[config.mk]
export PLATFORM = sky130hd
export DESIGN_NAME = rd_responder_flat
export DESIGN_NICKNAME = d
export VERILOG_FILES = /design/src/rtl/rd_responder_if.sv /design/src/rtl/rd_responder.sv /design/src/flat_wrapper.sv
export SDC_FILE = /design/constraint.sdc
export NUM_CORES = 1
export LEC_CHECK = 0
export CAP_MARGIN = 20
export CORE_MARGIN = 2
export CORE_UTILIZATION = 55
export DETAILED_ROUTE_END_ITERATION = 8
export HOLD_SLACK_MARGIN = 0.1
export PLACE_DENSITY = 0.76
export SLEW_MARGIN = 20
export SYNTH_ARGS = -nofsm -noshare
export SYNTH_HDL_FRONTEND = slang
export SYNTH_SLANG_ARGS = --single-unit
[constraint.sdc]
create_clock -name clk -period 2.72 [get_ports clk]
set_clock_uncertainty 0.15 [all_clocks]
set_input_delay 0.408 -clock clk [delete_from_list [all_inputs] [get_ports clk]]
set_output_delay 0.408 -clock clk [all_outputs]
set_load 0.005 [all_outputs]
[src/rtl/rd_responder_if.sv]
// -----------------------------------------------------------------------------
// rd_responder_if
// Read-bus bundle between a read initiator and its target-side responder.
//   rd    : read strobe, held high for the whole transaction (initiator)
//   addr  : read address, valid while rd is high          (initiator)
//   ds    : data-strobe acknowledge                        (initiator)
//   ws    : wait-state flag, 1 = data not ready            (responder)
//   rdata : read data, valid while ws is low               (responder)
// Modports: master = initiator side, slave = responder side.
// -----------------------------------------------------------------------------
interface rd_responder_if #(
  parameter int DW = 8,
  parameter int AW = 4
);
  logic          rd;
  logic [AW-1:0] addr;
  logic          ds;
  logic          ws;
  logic [DW-1:0] rdata;

  modport master (output rd, addr, ds, input ws, rdata);
  modport slave  (input rd, addr, ds, output ws, rdata);
endinterface

[src/rtl/rd_responder.sv]
// -----------------------------------------------------------------------------
// rd_responder
// Target side of the go/rd/ds/ws read handshake. Accepts a read, waits a
// programmable number of cycles, presents data with ws low and holds it until
// the initiator acknowledges with ds. Data comes from a small register file
// written through an independent write port.
// Ports:
//   clk, rst  : clock and synchronous active-high reset
//   bus       : read bus (slave modport): rd, addr, ds in; ws, rdata out
//   cfg_wait  : wait states, sampled only when a read is accepted
//   we/waddr/wdata : register-file write port
//   xfer_cnt  : completed-read counter, wraps
//   err       : sticky protocol-error flag
// -----------------------------------------------------------------------------
module rd_responder #(
  parameter int DW     = 8,
  parameter int AW     = 4,
  parameter int WAIT_W = 3,
  parameter int CNT_W  = 16
) (
  input  logic              clk,
  input  logic              rst,
  rd_responder_if.slave     bus,
  input  logic [WAIT_W-1:0] cfg_wait,
  input  logic              we,
  input  logic [AW-1:0]     waddr,
  input  logic [DW-1:0]     wdata,
  output logic [CNT_W-1:0]  xfer_cnt,
  output logic              err
);

  typedef enum logic [1:0] {IDLE, BUSY, READY, DONE} state_t;

  state_t            state_reg;
  logic [AW-1:0]     raddr_reg;
  logic [WAIT_W-1:0] wait_cnt_reg;
  logic              ws_reg;
  logic [DW-1:0]     rdata_reg;
  logic [CNT_W-1:0]  cnt_reg;
  logic              err_reg;

  // Register file, no reset so it maps onto block RAM.
  logic [DW-1:0] mem [0:(2**AW)-1];

  always_ff @(posedge clk) begin
    if (we) begin
      mem[waddr] <= wdata;
    end
  end

  // ds is only legal while data is presented. The address must stay put
  // while the read is live; once rd drops the initiator may move it freely.
  logic ds_err;
  logic addr_err;
  assign ds_err   = bus.ds && (state_reg != READY);
  assign addr_err = bus.rd && (bus.addr != raddr_reg) &&
                    ((state_reg == BUSY) || (state_reg == READY));

  always_ff @(posedge clk) begin
    if (rst) begin
      state_reg    <= IDLE;
      raddr_reg    <= '0;
      wait_cnt_reg <= '0;
      ws_reg       <= 1'b1;
      rdata_reg    <= '0;
      cnt_reg      <= '0;
      err_reg      <= 1'b0;
    end else begin
      if (ds_err || addr_err) begin
        err_reg <= 1'b1;
      end
      case (state_reg)
        IDLE: begin
          ws_reg <= 1'b1;
          if (bus.rd) begin
            raddr_reg    <= bus.addr;
            wait_cnt_reg <= cfg_wait;
            state_reg    <= BUSY;
          end
        end
        BUSY: begin
          if (!bus.rd) begin
            state_reg <= IDLE;
          end else if (wait_cnt_reg != '0) begin
            wait_cnt_reg <= wait_cnt_reg - WAIT_W'(1);
          end else begin
            // Non-blocking read: a write to raddr on this same edge is not
            // seen, the old word is returned.
            rdata_reg <= mem[raddr_reg];
            ws_reg    <= 1'b0;
            state_reg <= READY;
          end
        end
        READY: begin
          // rdata_reg is not reloaded here, so writes during READY do not
          // disturb the presented data.
          if (bus.ds) begin
            cnt_reg   <= cnt_reg + CNT_W'(1);
            ws_reg    <= 1'b1;
            state_reg <= DONE;
          end else if (!bus.rd) begin
            ws_reg    <= 1'b1;
            state_reg <= IDLE;
          end
        end
        DONE: begin
          ws_reg <= 1'b1;
          if (!bus.rd) begin
            state_reg <= IDLE;
          end
        end
        default: begin
          ws_reg <= 1'b1;
`ifdef SYNTHESIS
          state_reg <= IDLE;
`else
          state_reg <= state_t'('x);
`endif
        end
      endcase
    end
  end

  assign bus.ws    = ws_reg;
  assign bus.rdata = rdata_reg;
  assign xfer_cnt  = cnt_reg;
  assign err       = err_reg;

endmodule

[src/flat_wrapper.sv]
// flat-port wrapper written by rule: the top's interface ports become plain ports
module rd_responder_flat 
#(
  parameter int DW     = 8,
  parameter int AW     = 4,
  parameter int WAIT_W = 3,
  parameter int CNT_W  = 16
)
  (clk, rst, cfg_wait, we, waddr, wdata, xfer_cnt, err, bus_rd, bus_addr, bus_ds, bus_ws, bus_rdata);
  rd_responder_if #(.DW(DW), .AW(AW)) bus_i ();
  input  logic clk;
  input  logic rst;
  input  logic [WAIT_W-1:0] cfg_wait;
  input  logic we;
  input  logic [AW-1:0] waddr;
  input  logic [DW-1:0] wdata;
  output logic [CNT_W-1:0] xfer_cnt;
  output logic err;
  input wire logic [$bits(bus_i.rd)-1:0] bus_rd;
  input wire logic [$bits(bus_i.addr)-1:0] bus_addr;
  input wire logic [$bits(bus_i.ds)-1:0] bus_ds;
  output wire logic [$bits(bus_i.ws)-1:0] bus_ws;
  output wire logic [$bits(bus_i.rdata)-1:0] bus_rdata;
  assign bus_i.rd = bus_rd;
  assign bus_i.addr = bus_addr;
  assign bus_i.ds = bus_ds;
  assign bus_ws = bus_i.ws;
  assign bus_rdata = bus_i.rdata;
  rd_responder #(.DW(DW), .AW(AW), .WAIT_W(WAIT_W), .CNT_W(CNT_W)) u_core (.clk(clk), .rst(rst), .bus(bus_i), .cfg_wait(cfg_wait), .we(we), .waddr(waddr), .wdata(wdata), .xfer_cnt(xfer_cnt), .err(err));
endmodule
### Yosys cells after proc, flatten, opt, wreduce, memory -nomap -nowiden

Memory sizes are Yosys's and may differ from the RTL's. A register that Yosys moved wholly into a read port is not among the register bits.
Cells that the tools add are included.

* bits in registers: 27
* output and inout bits: 26
* word-level logic and storage cells: 53
* memories: 1
* memory bits (writable): 128

Memory list
* u_core.mem: depth 16, width 8, read ports 1, clocked after memory_dff 1, write ports 1, RTL line rd_responder.sv:43 `logic [DW-1:0] mem [0:(2**AW)-1];`

* multiplexer cells: 17
* equality and inequality tests: 11
* reductions and logical operators: 15
* bitwise gates (word level): 1
* add/sub/neg operators: 2

Operator list (number)
* $add A16 B1 Y16 const B: 1
* $mux W2: 5
* $ne A2 B2 Y1 const B: 5
* $mux W3: 3
* $pmux W2 S4: 1
* $mux W1: 6
* $ne A3 B3 Y1 const B: 2
* $pmux W3 S2: 1
* $reduce_and A2 Y1: 3
* $reduce_and A3 Y1: 2
* $eq A2 B2 Y1 const B: 2
* $ne A4 B4 Y1: 1
* $reduce_and A4 Y1: 1
* $logic_and A1 B1 Y1: 3
* $pmux W1 S3: 1
* $reduce_bool A3 Y1: 1
* $sub A3 B1 Y3 const B: 1
* $eq A2 B1 Y1 const B: 1
* $logic_not A2 Y1: 1
* $logic_or A1 B1 Y1: 2
* $reduce_bool A2 Y1: 1
* $reduce_or A2 Y1: 1
* $not A1 Y1: 1

### Depth between registers and ports, before layout

Gate-level depths: netlist of the first run.

* word-level depth: 4
* mapped depth: 7

### Worst setup path after synthesis of the first run

Ideal clock, no wire load.

* kind: input-to-reg
* start: input waddr[2]
* end: memory u_core.mem[0][0] (enable)
* arrival: 1.518 ns
* cell stages on the path: 2
* setup time: 0.383 ns
* path buffers: 0
* slack: 0.669 ns
* path through: or3b_2 nor3_1

RTL lines
* start, declared: RTL line flat_wrapper.sv:15 `input logic [AW-1:0] waddr;`
* end, declared: RTL line rd_responder.sv:43

Straight into the memory's write port.

==> results.md, run 1 <==
- Outcome: finished, final reports clean
- RSZ-0062 raised after global routing: false
- Remaining antenna violation count after routing: 0
- Final setup violation count: 0
- H-tree Lvls: 4
- Total CTS buffers: 17
- R2R Path Start: u_core.raddr_reg[0]
- Async set-reset flop share out of synthesis: 0%
- GRT Total Usage: 21.8%
- Fillers: 794
- VDD IR-drop max: 0.576 mV
- Pins Over Slew Limit: 0
- TritonCTS clock tree: built
- Fmax: 446 MHz
- Final hold violation count: 0
- Max reg flops: 128
- DRT iter0 DRCs: 393
- Total power draw: 5.44 mW
- Ys flop type: edfxtp_1
- Total grt overflow: 0
- CP Data Required Time: 2.87 ns
- Detailed Routing Iterations Pass 1: 5
- Slew @ Worst Pin: 0.658 ns
- Largest net degree at the start of global routing: 24
- Cell Chain, Critical Path: buf_4 -> mux4_2 -> mux2i_1 -> o21ai_0
- Crit end category: flip-flop
- Slew HR: 56.1%
- Post-layout util: 67.1%
- FF+latch count, synth: 163
- CP Launch Point: u_core.raddr_reg[0]
- TNS Setup: 0 ns
- Drt via density: 5.84
- Post-Route WL: 13.1 mm
- Critical path class: flip-flop to flip-flop
- Worst min path class: flip-flop to flip-flop
- Crit-path leading delay family: multiplexers
- Die height: 114 µm
- Most frequent cell after synthesis: edfxtp_1
- Worst EP arrival: 2.39 ns
- Final net count: 527
- Hold buffer count at CTS: 0
- Leakage: 2.59 nW
- Clock Sink Count: 163
- Final min period: 2.24 ns
- Mean Syn Cell Area: 15.8 µm²
- Post-synth top area cell: edfxtp_1
- Clock slew at reported path FFs: 0.06 ns
- Slowest-stage cell, CP: dfxtp_2
- Seq/Total Area, Yosys: 68.7%
- Number of diodes: 0
- Mapped Area: 6610 µm²
- I/O pins: 50
- Setup bufs post-CTS: 0
- Core ar.: 11900 µm²
- YS warnings: 0
- Root buf cell: clkbuf_16
- Vias in the first global route: 3790
- Startpoint types: flip-flop
- Initial antenna violation count: 0
- Share of post-route cells with drive strength above 1: 18.1%
- Placer congestion estimate: 0.841
- Synth unique cells: 44
- Clock Latency Late Sink: 0.42 ns
- Die X: 114 µm
- Placement Rows: 40
- WL/cell: 20.1 µm
- Number of enable flip-flop cells after synthesis: 128
- Area contributors post-synth: edfxtp_1 (58%), dfxtp_1 (11%), mux4_2 (8.9%)
- First-pass GRT wire length: 20.3 mm
- Yosys top cell area share: 58.1%
- Syn Nets: 450
- Initial Util: 55.7%
- DP Worst Slack: 0.285 ns
- Post-Syn Instances: 418
- Slowest stage delay, CP: 0.73 ns
- Power per cell area: 683 nW/µm²
- Port Buf Inserts: 49
- Post_cts resized: 0
- Synth top cells by count: edfxtp_1 (128), dfxtp_1 (35), nor2_1 (30)
- Ratio of final minimum period to clock period: 82.5%
- Deepest clock path buffer count: 2
- CP bufs+invs: 1
- HPWL Detailed: 8.54 mm
- Setup ws final: 0.476 ns
- Remaining DRCs: 0
- CP Max Fanout: 18
- Max_cap viols: 0
- Routed vias: 3819
- Min-delay src: u_core.bus.ws
- Synth-to-Final Area Change: 20.4%
- Die Area: 12900 µm²
[routing by layer]
metal / up-vias / wire length [µm] / GRT usage, %
met5: - / 0 / 0
met4: 0 / 166 / 7.48
met3: 12 / 622 / 5.63
met2: 110 / 6550 / 35.4
met1: 1919 / 5780 / 28.9
li1: 1778 / - / -
[worst min-delay path: stages (launching register included)]
cell      delay (ns)
dfxtp_1         0.32
nand2_1         0.05
o211ai_1        0.08
[report_power, final]
group          internal [mW]  switching, mW  total, mW  leakage (nW)
clock                   1.34          0.918       2.26         0.268
combinational          0.191          0.196      0.387         0.881
sequential              2.75         0.0473       2.79          1.44
[final cells by class]
class | count | area [µm²] | area share [%]
clock buffer | 17 | 425 | 5.34
clock inverter | 14 | 134 | 1.68
inverter | 11 | 41.3 | 0.519
multi-input combinational | 227 | 1940 | 24.4
sequential | 163 | 4550 | 57.1
tap | 147 | 184 | 2.31
timing repair buffer | 75 | 686 | 8.61
[cell families after synthesis]
logic type	after synthesis	synth area share, %
AO/OA/AOI/OAI	51	5.05
XOR/XNOR	15	1.99
adder cells (fa/ha/maj)	8	1.51
buffers and inverters	28	1.85
flip-flops	163	68.7
multiplexers	53	13.0
AND/OR/NAND/NOR	100	7.82
[path summary, 6_finish.rpt]
path	endpoint	slack [ns]	cells after the start
worst max-delay path	u_core.bus.rdata[4]	0.48	4
worst min-delay path	u_core.bus.ws	0.35	2
worst max register to register	u_core.bus.rdata[4]	0.48	4
worst min register to register	u_core.bus.ws	0.35	2
[per-stage QoR]
stage | hold slack (ns) | instances | cell area (µm²)
4_1_cts | 0.337 | 654 | 7960
3_5_place_dp | 0.317 | 623 | 7400
2_1_floorplan | 0.310 | 418 | 6610
6_report | 0.347 | 654 | 7960
3_3_place_gp | 0.304 | 623 | 7400
5_1_grt | 0.377 | 654 | 7960
[cell usage in the layout, fill, tap and decap left out, types with 8 or more instances in the layout]
cell / n
buf_4: 26
o21ai_0: 11
clkdlybuf4s50_1: 49
ha_1: 8
nand2b_1: 10
nand3_1: 10
inv_1: 11
nand2_1: 15
a21oi_1: 15
xnor2_1: 11
nor3_1: 10
dfxtp_1: 33
mux4_2: 26
clkbuf_16: 17
edfxtp_1: 128
mux2i_1: 22
nor2_1: 30
Note: power is estimated with default switching activity, not from simulation.
==> run 2, diff against run 1 <==
clock period = 2.1 ns   (was 2.72 ns; I/O delays follow)
==> run 2 against run 1 <==
Core utilization grew 2.5 points; clock power rose by 42%; fmax is 16% higher; critical endpoint is now u_core.bus.rdata[1]; via count rose by 5.1%.
==> results.md, run 2 (same netlist as run 1, synthesis figures left out) <==
- H-tree Lvls: 4
- Largest net degree at the start of global routing: 23
- Initial antenna violation count: 1
- Worst EP arrival: 2.10 ns
- Post-Route WL: 14.3 mm
- Slew @ Worst Pin: 0.712 ns
- Routed vias: 4012
- CP bufs+invs: 2
- Detailed Routing Iterations Pass 1: 5
- Initial Util: 55.7%
- Hold buffer count at CTS: 0
- Startpoint types: flip-flop
- R2R Path Start: u_core.raddr_reg[0]
- Placed Cells: 635
- Outcome: finished, final reports clean
- Drt via density: 5.89
- CP Max Fanout: 17
- Hold_ws: 0.344 ns
- Worst r2r dst: u_core.bus.rdata[1]
- Placement Rows: 40
- Max_cap viols: 0
- Crit end category: flip-flop
- Final setup violation count: 0
- Worst min path class: flip-flop to flip-flop
- Leakage: 2.77 nW
- Synth-to-Final Area Change: 24.9%
- GRT Total Usage: 23.6%
- Commonest non-fill, non-tap cells in the layout: edfxtp_1 (128), clkdlybuf4s50_1 (49), buf_4 (49)
- Remaining DRCs: 0
- Total grt overflow: 0
- Max reg flops: 128
- DRT iter0 DRCs: 393
- First-pass GRT wire length: 22.1 mm
- Power per cell area: 897 nW/µm²
- Die Area: 12900 µm²
- Port Buf Inserts: 49
- Post-layout util: 69.6%
- HPWL Detailed: 9.39 mm
- Die X: 114 µm
- Number of diodes: 0
- Placer congestion estimate: 0.828
- Remaining antenna violation count after routing: 0
- Vias in the first global route: 3972
- Cell Chain, Critical Path: buf_12 -> buf_4 -> mux4_2 -> nor2b_1 -> nor3_1 -> a221o_1
- R2R Setup Slk: 0.17 ns
- Clock slew at reported path FFs: 0.06 ns
- Slew HR: 52.4%
- Clock Sink Count: 163
- Die height: 114 µm
- WL/cell: 20.9 µm
- Total CTS buffers: 17
- Slowest stage delay, CP: 0.51 ns
- Clock Latency Late Sink: 0.43 ns
- DP Worst Slack: -0.0425 ns
- CP Launch Point: u_core.raddr_reg[0]
- Fmax: 518 MHz
- VDD IR-drop max: 0.724 mV
- RSZ-0062 raised after global routing: false
- TritonCTS clock tree: built
- Core ar.: 11900 µm²
- Final non-filler cell total: 681
- CP Data Required Time: 2.27 ns
- Slowest-stage cell, CP: mux4_2
- Share of post-route cells with drive strength above 1: 23.2%
- Setup ws final: 0.170 ns
- R2R depth: 6
- Final hold violation count: 0
- Critical path depth: 6
- CP endpoint: u_core.bus.rdata[1]
- Root buf cell: clkbuf_16
- Ratio of final minimum period to clock period: 91.9%
- Crit-path leading delay family: multiplexers
- Fillers: 771
- Pins Over Slew Limit: 0
- I/O pins: 50
- Final net count: 553
- Critical path class: flip-flop to flip-flop
- Final min period: 1.93 ns
- Most common cell after layout, fill and taps aside: edfxtp_1
- Deepest clock path buffer count: 2
==> run 2: tightest hold or removal path, cell delays in order, from the launching register on <==
cell      delay [ns]
dfxtp_1         0.31
nand2_1         0.05
o211ai_1        0.07
==> run 2: area by class of cell <==
type                    count  area [µm²]  share of cell area (%)
flip-flops and latches    163        4550                    55.1
multi-input cells         227        1950                    23.6
repair buffers            101         918                    11.1
clock buffers              18         429                    5.20
clock inverters            14         189                    2.29
well taps                 147         184                    2.23
inverters                  11        41.3                   0.500
==> run 2: worst min-delay path by stage <==
stage	from	to	slack (ns)	cells past startpoint
after floorplan	wdata[0]	u_core.mem[0][0]	0.26	0
after global placement	u_core.bus.rdata[5]	u_core.bus.rdata[5]	0.31	2
after detailed placement	u_core.bus.rdata[2]	u_core.bus.rdata[2]	0.34	2
after CTS	u_core.bus.ws	u_core.bus.ws	0.35	2
after global routing	u_core.wait_cnt_reg[1]	u_core.wait_cnt_reg[1]	0.37	2
final	u_core.bus.ws	u_core.bus.ws	0.34	2
==> run 2: what timing repair did <==
action	CTS	global route
hold endpoints to repair	0	0
buffers inserted	0	14
endpoints found under the setup margin	0	3
gates resized for setup	0	1
==> run 2: power breakdown <==
part           switching [mW]  internal [mW]  leakage, nW
Sequential             0.0383           3.56         1.44
Clock                    1.31           1.91        0.306
Combinational           0.306          0.290         1.02
==> run 2: through the flow <==
stage	power, mW	cell area (µm²)	setup TNS, ns
2_1_floorplan	3.97	6610	0
3_3_place_gp	4.21	7530	-0.242
3_5_place_dp	4.23	7530	-0.390
4_1_cts	7.44	8150	0
5_1_grt	7.65	8260	0
6_report	7.41	8260	0
==> run 2: routing by layer <==
layer / vias up / routed length (µm) / track usage (%)
li1: 1828 / - / -
met1: 1996 / 5870 / 29.9
met2: 160 / 7090 / 38.3
met3: 26 / 967 / 7.55
met4: 2 / 323 / 9.67
met5: - / 13 / 0
==> run 3, diff against run 2 <==
==> constraint.sdc (replaced) <==
create_clock -name clk -period 2.1 [get_ports clk]
set_clock_uncertainty 0.15 [all_clocks]
set_input_delay 0.63 -clock clk [delete_from_list [all_inputs] [get_ports clk]]
set_output_delay 0.63 -clock clk [all_outputs]
set_load 0.005 [all_outputs]
==> run 3 against run 2 <==
Sequential power is essentially flat; final cell count grew 1.9%; first-iteration DRC count is the same; largest power group unchanged.
==> results.md, run 3 (same netlist as run 1, synthesis figures left out) <==
- Initial Util: 55.7%
- GRT Total Usage: 23.7%
- Final setup violation count: 0
- Synth-to-Final Area Change: 26.6%
- Hold path endpoint: u_core.bus.rdata[0]
- Ratio of final minimum period to clock period: 98.2%
- Grt met2 use: 38.3%
- Final net count: 566
- TritonCTS clock tree: built
- CP bufs+invs: 1
- R2R depth: 5
- Deepest clock path buffer count: 2
- Met1 Use GR: 31.7%
- Fmax: 485 MHz
- I/O pins: 50
- Remaining DRCs: 0
- Most crowded layer after global routing: met2
- CP Launch Point: u_core.xfer_cnt[14]
- Routed vias: 4032
- Max reg flops: 128
- Total grt overflow: 0
- Placer congestion estimate: 0.860
- Initial antenna violation count: 0
- Root buf cell: clkbuf_16
- Total CTS buffers: 17
- DRT iter0 DRCs: 393
- Slowest-stage cell, CP: clkdlybuf4s50_1
- Share of post-route cells with drive strength above 1: 28.9%
- VDD IR-drop max: 0.863 mV
- Die height: 114 µm
- Crit-path leading delay family: buffers and inverters
- Hold buffer count at CTS: 0
- WHS Path Cells: 2
- Clock Sink Count: 163
- Met3 Use GR: 5.79%
- Outcome: finished, final reports clean
- H-tree Lvls: 4
- Clock slew at reported path FFs: 0.07 ns
- Worst r2r dst: u_core.xfer_cnt[14]
- Max_cap viols: 0
- Remaining antenna violation count after routing: 0
- First-pass GRT wire length: 22.3 mm
- Detailed Routing Iterations Pass 1: 5
- Commonest non-fill, non-tap cells in the layout: edfxtp_1 (128), buf_4 (62), clkdlybuf4s50_1 (38)
- Power per cell area: 852 nW/µm²
- R2R Setup Slk: 0.17 ns
- Placed Area: 7680 µm²
- Final hold violation count: 0
- Final min period: 2.06 ns
- Clock Latency Late Sink: 0.42 ns
- Vias in the first global route: 4083
- Number of diodes: 0
- Fillers: 775
- Post-route design area: 8370 µm²
- R2R Path Start: u_core.state_reg[1]
- Die Area: 12900 µm²
- Slowest stage delay, CP: 0.50 ns
- Slew HR: 73.4%
- Post-Route WL: 14.1 mm
- Slew @ Worst Pin: 0.398 ns
- CP Max Fanout: 4
- Most common cell after layout, fill and taps aside: edfxtp_1
- Drt via density: 5.81
- Worst EP arrival: 1.28 ns
- Die X: 114 µm
- HPWL Detailed: 9.23 mm
- TNS Setup: 0 ns
- CP Data Required Time: 1.32 ns
- Pins Over Slew Limit: 0
- Min-delay src: u_core.bus.rdata[0]
- Startpoint types: flip-flop
- Cell Chain, Critical Path: clkdlybuf4s50_1
- Critical path class: flip-flop to output pin
- Worst min path class: flip-flop to flip-flop
- WL/cell: 20.3 µm
- Leakage: 2.99 nW
- Core ar.: 11900 µm²
- Placement Rows: 40
- RSZ-0062 raised after global routing: false
- Port Buf Inserts: 49
- Crit end category: output pin
- Largest net degree at the start of global routing: 25
==> run 3: cell types whose count changed in the layout (fill, tap and decap cells not counted), sizes merged <==
cell and delta:
dlymetal6s2s +9, clkdlybuf4s50 -11, inv -1, bufinv -2
buf +13, dlygate4sd2 +2, clkinv +2, clkinvlp +2
clkbuf -1
==> run 3: power by group <==
group / leakage, nW / total [mW] / switching (mW) / internal [mW]
Combinational: 1.26 / 0.589 / 0.300 / 0.289
Sequential: 1.45 / 3.58 / 0.0369 / 3.55
Clock: 0.278 / 2.96 / 1.30 / 1.66
==> run 3: per-stage QoR <==
stage                     power, mW  instances  setup WS (ns)  hold slack, ns  utilization (%)
after global placement         4.22        656         -0.294           0.307             64.7
after global routing           7.38        694        0.00286           0.332             70.5
final                          7.13        694         0.0372           0.320             70.5
after floorplan                3.97        418         0.0539           0.310                -
after CTS                      7.19        688        0.00125           0.328             69.8
after detailed placement       4.24        656         -0.335           0.311             64.7
==> run 3: layer usage <==
layer / share of wire (%) / vias to the layer above
li1: - / 1861
met1: 41 / 1984
met2: 50 / 161
met3: 6.2 / 26
met4: 2.3 / 0
met5: 0 / -
==> run 3: worst max path at each step <==
| stage | depth (start not counted) | slack [ns] | endpoint |
|---|---|---|---|
| 5_1_grt | 1 | 0.003 | xfer_cnt[9] |
| 6_report | 1 | 0.04 | xfer_cnt[14] |
| 3_5_place_dp | 5 | -0.34 | u_core.xfer_cnt[14] |
| 3_3_place_gp | 5 | -0.29 | u_core.xfer_cnt[14] |
| 4_1_cts | 1 | 0.001 | xfer_cnt[4] |
| 2_1_floorplan | 2 | 0.05 | u_core.mem[3][0] |
==> run 3: cell type report <==
class | instances | area, µm² | area share [%]
Inverter | 11 | 41.3 | 0.493
Timing Repair Buffer | 114 | 1030 | 12.3
Clock inverter | 15 | 145 | 1.73
Multi-Input combinational cell | 227 | 1950 | 23.3
Sequential cell | 163 | 4590 | 54.9
Clock buffer | 17 | 425 | 5.08
Tap cell | 147 | 184 | 2.20
==> run 3: timing repair <==
item	CTS	global route
pin swaps	0	0
gates resized for setup	26	15
buffers inserted	0	6
setup endpoints to repair	21	16
